## src/rtl/floor_ctrl_pkg.sv

```systemverilog
// floor_ctrl_pkg: shared state, action and mode encodings for the floor access sequencer
package floor_ctrl_pkg;
  typedef enum logic [2:0] {IDLE, EVAL, WAIT_ALT, COMMIT, DENY} state_t;
  typedef enum logic [1:0] {ACT_NONE, ACT_ALT, ACT_CHOSEN, ACT_EXIT} act_t;
  typedef enum logic [1:0] {MODE_ENTER, MODE_EXIT, MODE_RESTRICT} mode_t;
endpackage

```

## src/rtl/capacity_counter.sv

```systemverilog
// capacity_counter: saturating up/down place counter that resets to its capacity
// Ports: CLK, RST_N (async active-low), inc/dec strobes, count (CNT_W bits, range 0..CAP)
module capacity_counter #(
  parameter int CNT_W = 3,
  parameter int CAP = 2
) (
  input  logic             CLK,
  input  logic             RST_N,
  input  logic             inc,
  input  logic             dec,
  output logic [CNT_W-1:0] count
);
  always_ff @(posedge CLK or negedge RST_N)
    if (!RST_N) count <= CNT_W'(CAP);
    else if (dec && count != '0) count <= count - 1'b1;
    else if (inc && count != CNT_W'(CAP)) count <= count + 1'b1;
endmodule

```

## src/rtl/floor_access_ctrl.sv

```systemverilog
// floor_access_ctrl: badge request sequencer with per-floor capacity counters and alt-floor offer
// Ports: CLK, RST_N (async active-low); MODE/req/chosen_flr/id_valid/id_special/usr_flr badge inputs;
//   accept_alt/decline offer answers; action_taken/deny pulses, alt_offer/busy levels; remain_* counters.
// Option: FLOOR_CTRL_ALT_TIMEOUT_EN adds an ALT_TIMEOUT-cycle limit on waiting for an offer answer.
module floor_access_ctrl
  import floor_ctrl_pkg::*;
#(
  parameter int CNT_W = 3,
  parameter int CAP_SPEC_0 = 2,
  parameter int CAP_NORM_0 = 4,
  parameter int CAP_1 = 6,
  parameter int ALT_TIMEOUT = 15
) (
  input  logic             CLK,
  input  logic             RST_N,
  input  logic [1:0]       MODE,
  input  logic             req,
  input  logic             chosen_flr,
  input  logic             id_valid,
  input  logic             id_special,
  input  logic             usr_flr,
  input  logic             accept_alt,
  input  logic             decline,
  output logic [1:0]       action_taken,
  output logic             deny,
  output logic             alt_offer,
  output logic             busy,
  output logic [CNT_W-1:0] remain_flr_spec_0,
  output logic [CNT_W-1:0] remain_flr_norm_0,
  output logic [CNT_W-1:0] remain_flr_1
);
  state_t state, state_n;
  act_t act_q, act_n;
  logic exit_q, chosen_q, valid_q, special_q, usr_q, restrict_q;
  logic take, commit, chosen_nz, alt_nz, tmo;
  logic dec_spec, inc_spec, dec_norm, inc_norm, dec_f1, inc_f1;
  assign take = state == IDLE && req && !MODE[1];
  assign commit = state == COMMIT;
  assign chosen_nz = chosen_q ? |remain_flr_1 : |remain_flr_norm_0;
  assign alt_nz = chosen_q ? |remain_flr_norm_0 : |remain_flr_1;
`ifdef FLOOR_CTRL_ALT_TIMEOUT_EN
  localparam int TW = $clog2(ALT_TIMEOUT + 1);
  logic [TW-1:0] tmo_cnt;
  always_ff @(posedge CLK or negedge RST_N)
    if (!RST_N) tmo_cnt <= '0;
    else tmo_cnt <= state == WAIT_ALT ? tmo_cnt + 1'b1 : '0;
  assign tmo = tmo_cnt == TW'(ALT_TIMEOUT - 1);
`else
  logic unused_tmo;
  assign unused_tmo = |ALT_TIMEOUT;
  assign tmo = 1'b0;
`endif
  always_comb begin
    state_n = state;
    act_n = act_q;
    case (state)
      IDLE: state_n = take ? EVAL : IDLE;
      EVAL:
        if (exit_q) begin
          state_n = special_q || valid_q ? COMMIT : DENY;
          act_n = ACT_EXIT;
        end else if (special_q) begin
          state_n = |remain_flr_spec_0 ? COMMIT : DENY;
          act_n = ACT_CHOSEN;
        end else if (!valid_q) state_n = DENY;
        else if (chosen_nz) begin
          state_n = COMMIT;
          act_n = ACT_CHOSEN;
        end else state_n = alt_nz ? WAIT_ALT : DENY;
      WAIT_ALT:
        if (decline || tmo) state_n = DENY;
        else if (accept_alt) begin
          state_n = COMMIT;
          act_n = ACT_ALT;
        end
      default: state_n = IDLE;
    endcase
  end
  // Special IDs always use the floor-0 special pool; alt is the floor opposite the chosen one.
  assign dec_spec = commit && special_q && act_q == ACT_CHOSEN;
  assign inc_spec = commit && special_q && act_q == ACT_EXIT;
  assign dec_norm = commit && !special_q && ((act_q == ACT_CHOSEN && !chosen_q) || (act_q == ACT_ALT && chosen_q));
  assign dec_f1 = commit && !special_q && ((act_q == ACT_CHOSEN && chosen_q) || (act_q == ACT_ALT && !chosen_q));
  assign inc_norm = commit && !special_q && act_q == ACT_EXIT && !usr_q;
  assign inc_f1 = commit && !special_q && act_q == ACT_EXIT && usr_q;
  always_ff @(posedge CLK or negedge RST_N)
    if (!RST_N) begin
      state <= IDLE;
      act_q <= ACT_NONE;
      {exit_q, chosen_q, valid_q, special_q, usr_q, restrict_q} <= '0;
      action_taken <= ACT_NONE;
      {deny, alt_offer, busy} <= '0;
    end else begin
      state <= state_n;
      act_q <= act_n;
      if (take) {exit_q, chosen_q, valid_q, special_q, usr_q} <= {MODE[0], chosen_flr, id_valid, id_special, usr_flr};
      restrict_q <= state == IDLE && req && MODE[1];
      action_taken <= commit ? act_q : ACT_NONE;
      deny <= state == DENY || restrict_q;
      alt_offer <= state_n == WAIT_ALT;
      busy <= state_n != IDLE;
    end
  capacity_counter #(.CNT_W(CNT_W), .CAP(CAP_SPEC_0)) u_spec_0 (
    .CLK(CLK), .RST_N(RST_N), .inc(inc_spec), .dec(dec_spec), .count(remain_flr_spec_0));
  capacity_counter #(.CNT_W(CNT_W), .CAP(CAP_NORM_0)) u_norm_0 (
    .CLK(CLK), .RST_N(RST_N), .inc(inc_norm), .dec(dec_norm), .count(remain_flr_norm_0));
  capacity_counter #(.CNT_W(CNT_W), .CAP(CAP_1)) u_flr_1 (
    .CLK(CLK), .RST_N(RST_N), .inc(inc_f1), .dec(dec_f1), .count(remain_flr_1));
endmodule

```

## config.mk

```make
export PLATFORM = sky130hd
export DESIGN_NAME = floor_access_ctrl
export DESIGN_NICKNAME = d
export VERILOG_FILES = /design/src/rtl/floor_ctrl_pkg.sv /design/src/rtl/capacity_counter.sv /design/src/rtl/floor_access_ctrl.sv
export SDC_FILE = /design/constraint.sdc
export NUM_CORES = 1
export LEC_CHECK = 0
export BUFFER_PORTS_ARGS = -buffer_cell sky130_fd_sc_hd__buf_2
export CORE_ASPECT_RATIO = 1.75
export CORE_MARGIN = 5
export CORE_UTILIZATION = 40
export DETAILED_ROUTE_END_ITERATION = 10
export GPL_ROUTABILITY_DRIVEN = 0
export SYNTH_ARGS = -nofsm -noshare
export SYNTH_HDL_FRONTEND = slang
export SYNTH_HIERARCHICAL = 1
export SYNTH_SLANG_ARGS = --single-unit
```

## constraint.sdc

```tcl
create_clock -name CLK -period 2.7 [get_ports CLK]
set_input_delay 0.675 -clock CLK [delete_from_list [all_inputs] [get_ports CLK]]
set_output_delay 0.675 -clock CLK [all_outputs]
set_load 0.01 [all_outputs]
```

# == After elaboration in Yosys (flattened, before gate mapping) ==
# Index checks and enable logic that the tools add are counted.
# word_totals
register_bits,25
inputBits,11
out_inout_bits,14
# op_classes
addsub,6
n_eq_ne,15
n_mux,27
reduce_logical,43
# ops
cell,n
2-to-1 mux 3 bit,15
logical AND 1 bit,22
2-to-1 mux 2 bit,7
nonzero test 3 bit,4
"adder 3 x 1 -> 3 bit, second input constant",3
"== test 3 x 2 -> 1 bit, second input constant",3
case mux 3 bit (3 select lines),1
OR reduction 3 bit,3
"subtractor 3 x 1 -> 3 bit, second input constant",3
"!= test 4 bit, second input constant",2
nonzero test 2 bit,4
"!= test 3 bit, second input constant",2
AND reduction 5 bit,1
"== test 2 bit, second input constant",2
logical NOT 1 bit,4
logical OR 1 bit,4
"!= test 2 bit, second input constant",2
case mux 2 bit (2 select lines),1
"== test 3 x 1 -> 1 bit, second input constant",1
"== test 3 bit, second input constant",1
logical NOT 3 bit,1
2-to-1 mux 1 bit,3
"!= test 3 x 2 -> 1 bit, second input constant",1
"== test 2 x 1 -> 1 bit, second input constant",1

# == Depth between registers and ports, before layout ==
# Gate-level depths: netlist of run 1.
# depth
depth_word,9
ltp_mapped,11
mapped_depth_nobuf,9

# == Hierarchy ==
# Netlist of run 1, hierarchy kept.
# modules_own_cells
mod,n_inst,cells_each,area_per_inst_um2,seq_area_each_um2
floor_access_ctrl,1,89,842.1,400.4
capacity_counter at u_flr_1,1,31,280.3,77.6
capacity_counter at u_spec_0,1,26,229.0,76.3
capacity_counter at u_norm_0,1,21,206.4,76.3

# == Worst setup path before layout of run 1 ==
# No wires, ideal clock.
# synth_timing
path_type,register to register
start,reg state[2]
end,reg u_spec_0.count[2]
setup_ps,128
arrival_time_ps,2223
required_ps,2572
slack_ps,349
path_stages_with_launch,11
n_path_buf,1
period_less_slack_ps,2351
path_cell_list,dfrtp_1 > buf_6 > and3b_1 > and2_1 > nand2_1 > nor2_1 > o31ai_1 > fa_1 > and2_1 > a311oi_1 > a21oi_1
# synth_via
elab_chain_len,5
# synth_lines
element,line_no,text
from (decl),floor_access_ctrl.sv:32,"state_t state, state_n;"
from (signal assigned),floor_access_ctrl.sv:94,state <= state_n;
== test 3 x 2 -> 1 bit *,floor_access_ctrl.sv:38,assign commit = state == COMMIT;
logical AND 1 bit * (2 in series),floor_access_ctrl.sv:80,assign dec_spec = commit && special_q && act_q == ACT_CHOSEN;
net dec_spec,floor_access_ctrl.sv:36,"logic dec_spec, inc_spec, dec_norm, inc_norm, dec_f1, inc_f1;"
logical AND 1 bit *,capacity_counter.sv:15,else if (dec && count != '0) count <= count - 1'b1;
2-to-1 mux 3 bit / nonzero test 2 bit (equally long branches),-,
to (signal assigned),capacity_counter.sv:14,if (!RST_N) count <= CNT_W'(CAP);
to (signal assigned),capacity_counter.sv:15,
to (signal assigned),capacity_counter.sv:16,else if (inc && count != CNT_W'(CAP)) count <= count + 1'b1;
to (decl),capacity_counter.sv:11,output logic [CNT_W-1:0] count
# Mark *: on every way through the listed nets, which the timed path passes. The rest lies on a longest branch.
# A chain may end at the register's enable or synchronous reset.

# == Worst setup path after layout of run 1 ==
# Ends and elaborated chain as after synthesis.

==> metrics.yaml, run 1 <==
sta:
  fmax_mhz: 428
  final.setup_skew_ps: 6.08
  fin_crit_sh: 0.866
  hold_violations: 0
  final-max-slew-violation-count: 0
  slew_headroom: 0.619
  setup_violations: 0
  setup_tns_ps: 0
  grt_setup_unrepaired: "no"
  min_period_ps: 2340
  worst_slew_pin_slew_ps: 572
floorplanning:
  num_rows: 30
  dieArea_sq_um: 5290
  io_pins: 25
  core_sq_um: 3830
  die_x_um: 57.2
  die_h_um: 92.6
  start_util: 0.407
clocking:
  clock_latency_ps: 270
  htree_levels: 1
  clk_path_buf_depth: 2
  cts_buffers: 3
  cts-hold-fix-buffers: 0
  cts_num_sinks: 25
  cts_tree: "done"
  post_cts_resized: 0
  clkSlewWorstSetupHoldPaths_ps: 90
  cts-root-buf: "clkbuf_8"
  cts_setup_buffers: 0
synthesis:
  synth-main-ff-cell: "dfrtp_1"
  synth_area_sq_um: 1560
  synth_cell_types: 57
  syn_area_per_cell_sq_um: 9.33
  syn-num-nets: 181
  synth_cells: 167
  synth_edf_count: 0
  synth_seq_area_share: 0.405
  ys_seq_elements: 25
  synth-async-reset-ratio: 1.00
  synth_warnings: 6
pwr:
  power_density_nw_per_um2: 721
  power_uw: 1260
  p_leak_uw: 0.000755
  ir_drop_uv: 479
worst_setup_path:
  crit_buf_inv: 0
  crit_fanout: 9
  r2r-start: "state[2]"
  path_delay_family: "simple AND/OR/NAND/NOR gates"
  end_kind: "flip-flop"
  worstSetupPathType: "flip-flop to flip-flop"
  reg2reg_slack_ps: 360
  cpMaxStageDelayCell: "dfrtp_1"
  critPathMaxStageDelay_ps: 480
  r2r_end: "u_spec_0/count[2]"
  r2r_cells: 9
  crit_path_frequent_cell: "and2_1"
  crit_arrival_ps: 2490
  cp-start-kind: "flip-flop"
  cp_cell_sequence: "and3b_1 > and2_1 > nand2_1 > nor2_1 > o31ai_1 > fa_1 > and2_1 > a311oi_1 > a21oi_1"
  crit_required_ps: 2850
routing:
  drt-vias-per-instance: 5.37
  wirelength_um: 3260
  drtIter0Drc: 20
  drt_drc_violations_left: 0
  drt_first_pass_iters: 4
  drtAntennaViolNets: 0
  wl_per_cell_um: 13.6
  vias: 1288
place:
  dpl_cell_area_sq_um: 1700
  dp_cells: 236
  port_buffers: 24
  dpl.hpwl_um: 2450
min_path:
  hold_path_class: "input port to asynchronous set/reset pin"
final_layout:
  register_area_sq_um: 631
  insertedDiodeCount: 0
  most-common-layout-cells: "buf_2, dfrtp_1, nand2_1, nor2_1, inv_1"
  multiInputGateArea_sq_um: 820
  final_nets: 207
  layout_commonest_cell: "buf_2"
  finalInstanceArea_sq_um: 1740
  area_growth_pct: 12.0
  finish.utilization: 0.456
  drive_gt1_frac: 0.234
  layoutNonFillerInstCount: 240
  fillers: 395
global_routing:
  grt_usage: 0.129
  grt_antenna_before_repair: 0
  grt_pass1_vias: 1248
  grt_max_degree: 26
  grt.overflow.total: 0
  grt_pass1_wl_um: 5510
flow_run:
  maxCapViolations: 0
status:
  status: "complete, no violations"
[logic make-up (layout without fill, tap and decap cells)]
group,count (synthesis),after routing,share of synthesized area
muxes,3,3,0.0201
xor gates and xnor gates,1,1,0.00562
buffers and inverters,18,43,0.0691
AOI/OAI and AO/OA,48,48,0.212
adders and majority gates,3,3,0.0386
and+or+nand+nor,69,69,0.250
DFF,25,25,0.405
[synthesized netlist by cell type, types with 3 or more instances]
library cell | number | area share
dfrtp_1 | 21 | 0.34
nand2_1 | 19 | 0.046
nor2_1 | 13 | 0.031
inv_1 | 11 | 0.027
a21oi_1 | 10 | 0.032
o21ai_0 | 8 | 0.026
nor2b_1 | 5 | 0.020
and2_1 | 4 | 0.016
dfstp_2 | 4 | 0.067
nor3_1 | 4 | 0.013
o31ai_1 | 4 | 0.019
a21o_1 | 3 | 0.014
fa_1 | 3 | 0.039
nand3b_1 | 3 | 0.014
o21a_1 | 3 | 0.014
[routing by layer]
metal  vias to the layer above  part of all wire  track usage
met5                         -                 0            0
met4                         0             0.015       0.0464
met3                         5             0.035       0.0195
met2                        21              0.53        0.233
met1                       620              0.42        0.150
li1                        642                 -            -
[worst max-delay path by stage]
stage / slack (ps) / cells after the start / from / endpoint
3_3_place_gp: 410 / 9 / state[2] / u_spec_0/count[2]
4_1_cts: 350 / 9 / state[2] / u_spec_0/count[2]
3_5_place_dp: 360 / 9 / state[2] / u_spec_0/count[2]
2_1_floorplan: 350 / 10 / state[2] / u_spec_0/count[2]
5_1_grt: 210 / 9 / state[1] / u_spec_0/count[2]
6_report: 360 / 9 / state[2] / u_spec_0/count[2]
[area by class of cell]
class | instances | area share
Clock buffer | 3 | 0.0237
Clock inverter | 1 | 0.00287
Inverter | 12 | 0.0258
Sequential cell | 25 | 0.362
Multi-Input combinational cell | 124 | 0.470
Timing Repair Buffer | 27 | 0.0818
Tap cell | 48 | 0.0344
[flip-flops by register name, indices dropped and copies added (netlist names), 2 cells and up]
signal	count
action_taken	2
u_flr_1/count	3
act_q	2
u_norm_0/count	3
u_spec_0/count	3
state	3
[where the power goes]
group	internal (uW)	switching, uW	leakage [uW]
Clock	103	122	0.0000255
Sequential	478	145	0.000315
Combinational	201	208	0.000415
Total	782	475	0.000755
[through the flow]
stage | hold slack, ps | setup slack (ps)
after global routing | 422 | 215
after global placement | 418 | 406
after floorplan | 379 | 349
final | 385 | 362
after CTS | 403 | 347
after detailed placement | 423 | 357
Note: power is estimated with default switching activity, not from simulation.
==> run 2, diff against run 1 <==
- PLACE_DENSITY: not set -> 0.6
- clock period: 2.7 -> 2.4 ns (I/O delays scaled with it)
==> metrics.yaml, run 2 (synthesis results as in run 1) <==
global_routing:
  grt_pass1_vias: 1329  # +6.5%
  grt_usage: 0.133  # +0.00410
  grt_antenna_before_repair: 0  # unchanged
  grt_max_degree: 26  # unchanged
  grt_pass1_wl_um: 5710  # +3.5%
  use_met2: 0.255  # +0.0219
  use_met1: 0.138  # -0.0119
  grt_use_met3: 0.0223  # +0.00279
  gr-max-usage-layer: "met2"
  grt.overflow.total: 0  # unchanged
worst_setup_path:
  path_delay_family: "simple AND/OR/NAND/NOR gates"
  end_kind: "flip-flop"
  r2r-start: "act_q[0]"
  crit_arrival_ps: 2450  # -40 ps
  cp_cell_sequence: "inv_1 > or3_1 > a21oi_1 > o31ai_1 > fa_2 > nor4bb_2 > a31oi_1 > o22ai_1 > or2_1"
  worstSetupPathType: "flip-flop to flip-flop"
  cpMaxStageDelayCell: "dfrtp_1"
  startpoint: "act_q[0]"
  cp-start-kind: "flip-flop"
  critPathMaxStageDelay_ps: 410  # -70 ps
  crit_fanout: 5  # -4
  crit_buf_inv: 1  # +1
  crit_required_ps: 2610  # -240 ps
routing:
  wirelength_um: 3360  # +3.1%
  drtIter0Drc: 23  # +15%
  drt_drc_violations_left: 0  # unchanged
  drtAntennaViolNets: 0  # unchanged
  drt_first_pass_iters: 4  # unchanged
  vias: 1310  # +1.7%
  wl_per_cell_um: 13.8  # +1.4%
  drt-vias-per-instance: 5.37  # about the same
final_layout:
  layout_commonest_cell: "buf_2"
  insertedDiodeCount: 0  # unchanged
  final_nets: 211  # +1.9%
  finalInstanceArea_sq_um: 1780  # +2.2%
  fillers: 395  # unchanged
  area_growth_pct: 14.4
  most-common-layout-cells: "buf_2, dfrtp_1, nand2_1, nor2_1, inv_1"
  drive_gt1_frac: 0.255  # +0.0207
sta:
  slew_headroom: 0.628  # +0.00950
  final-max-slew-violation-count: 0  # unchanged
  setup_violations: 0  # unchanged
  setup_ws_ps: 165  # -198 ps
  grt_setup_unrepaired: "no"
  fin_crit_sh: 0.931  # +0.0655
  min_period_ps: 2240  # -102 ps
  worst_slew_pin_slew_ps: 558  # -14.3 ps
  hold_violations: 0  # unchanged
  fmax_mhz: 447  # +4.6%
  final.setup_skew_ps: 2.81  # -3.27 ps
  setup_tns_ps: 0  # unchanged
  hold_ws_ps: 312  # -73.4 ps
place:
  dpl_cell_area_sq_um: 1730  # +1.8%
  dpl.hpwl_um: 2620  # +6.9%
  port_buffers: 24  # unchanged
  place_ws_ps: 163  # -195 ps
floorplanning:
  num_rows: 30  # unchanged
  dieArea_sq_um: 5290  # unchanged
  io_pins: 25  # unchanged
  die_x_um: 57.2  # unchanged
  core_sq_um: 3830  # unchanged
  die_h_um: 92.6  # unchanged
  start_util: 0.407  # unchanged
pwr:
  power_density_nw_per_um2: 809  # +12%
  p_leak_uw: 0.000775  # +2.6%
  ir_drop_uv: 480  # +0.15%
clocking:
  clkSlewWorstSetupHoldPaths_ps: 90  # about the same
  cts_tree: "done"
  clk_path_buf_depth: 2  # unchanged
  cts_buffers: 3  # unchanged
  htree_levels: 1  # unchanged
  cts_setup_buffers: 0  # unchanged
  cts-hold-fix-buffers: 0  # unchanged
  cts-root-buf: "clkbuf_8"
  cts_num_sinks: 25  # unchanged
  clock_latency_ps: 260  # about the same
min_path:
  hold_path_class: "input port to asynchronous set/reset pin"
status:
  status: "complete, no violations"
flow_run:
  maxCapViolations: 0  # unchanged
==> run 2: layer usage <==
metal / vias to the layer above / wire length [um]
li1: 656 / -
met1: 624 / 1340
met2: 24 / 1870
met3: 6 / 99
met4: 0 / 54
met5: - / 0
==> run 2: timing repair <==
action	4_1_cts	5_1_grt
gates resized for setup	0	2
setup endpoints to repair	0	1
hold endpoints to repair	0	0
==> run 2: final timing paths <==
check	endpoint	slack (ps)	depth (start not counted)
max	u_flr_1/count[2]	160	9
min	u_norm_0/count[1]	310	1
max reg2reg	u_flr_1/count[2]	160	9
min reg2reg	deny	440	1
max in group asynchronous	u_spec_0/count[1]	1710	1
min in group CLK	deny	440	1
==> run 2: cell type report <==
class,count,area (sq um),share of cell area
clock buffers,4,45.0,0.0253
inverters,12,45.0,0.0253
multi-input cells,124,828,0.465
flip-flops and latches,25,631,0.354
well taps,48,60.1,0.0337
repair buffers,31,173,0.0969
==> run 2: power breakdown <==
group          total, uW  internal [uW]  switching (uW)  leakage (uW)
clock network        250            119             131     0.0000228
logic                536            258             279      0.000437
registers            655            538             117      0.000315
==> run 2: worst reg2reg max path: stages, from the launching register on <==
cell and delay (ps):
dfrtp_1 410, inv_1 110, or3_1 350, a21oi_1 190, o31ai_1 120, fa_2 390, nor4bb_2 290, a31oi_1 90
o22ai_1 120, or2_1 120
==> run 2: per-stage QoR <==
stage	instances	power, uW	util
after floorplan	167	1050	-
after global routing	244	1560	0.465
after global placement	240	1190	0.451
final	244	1440	0.465
after CTS	244	1460	0.463
after detailed placement	240	1210	0.451
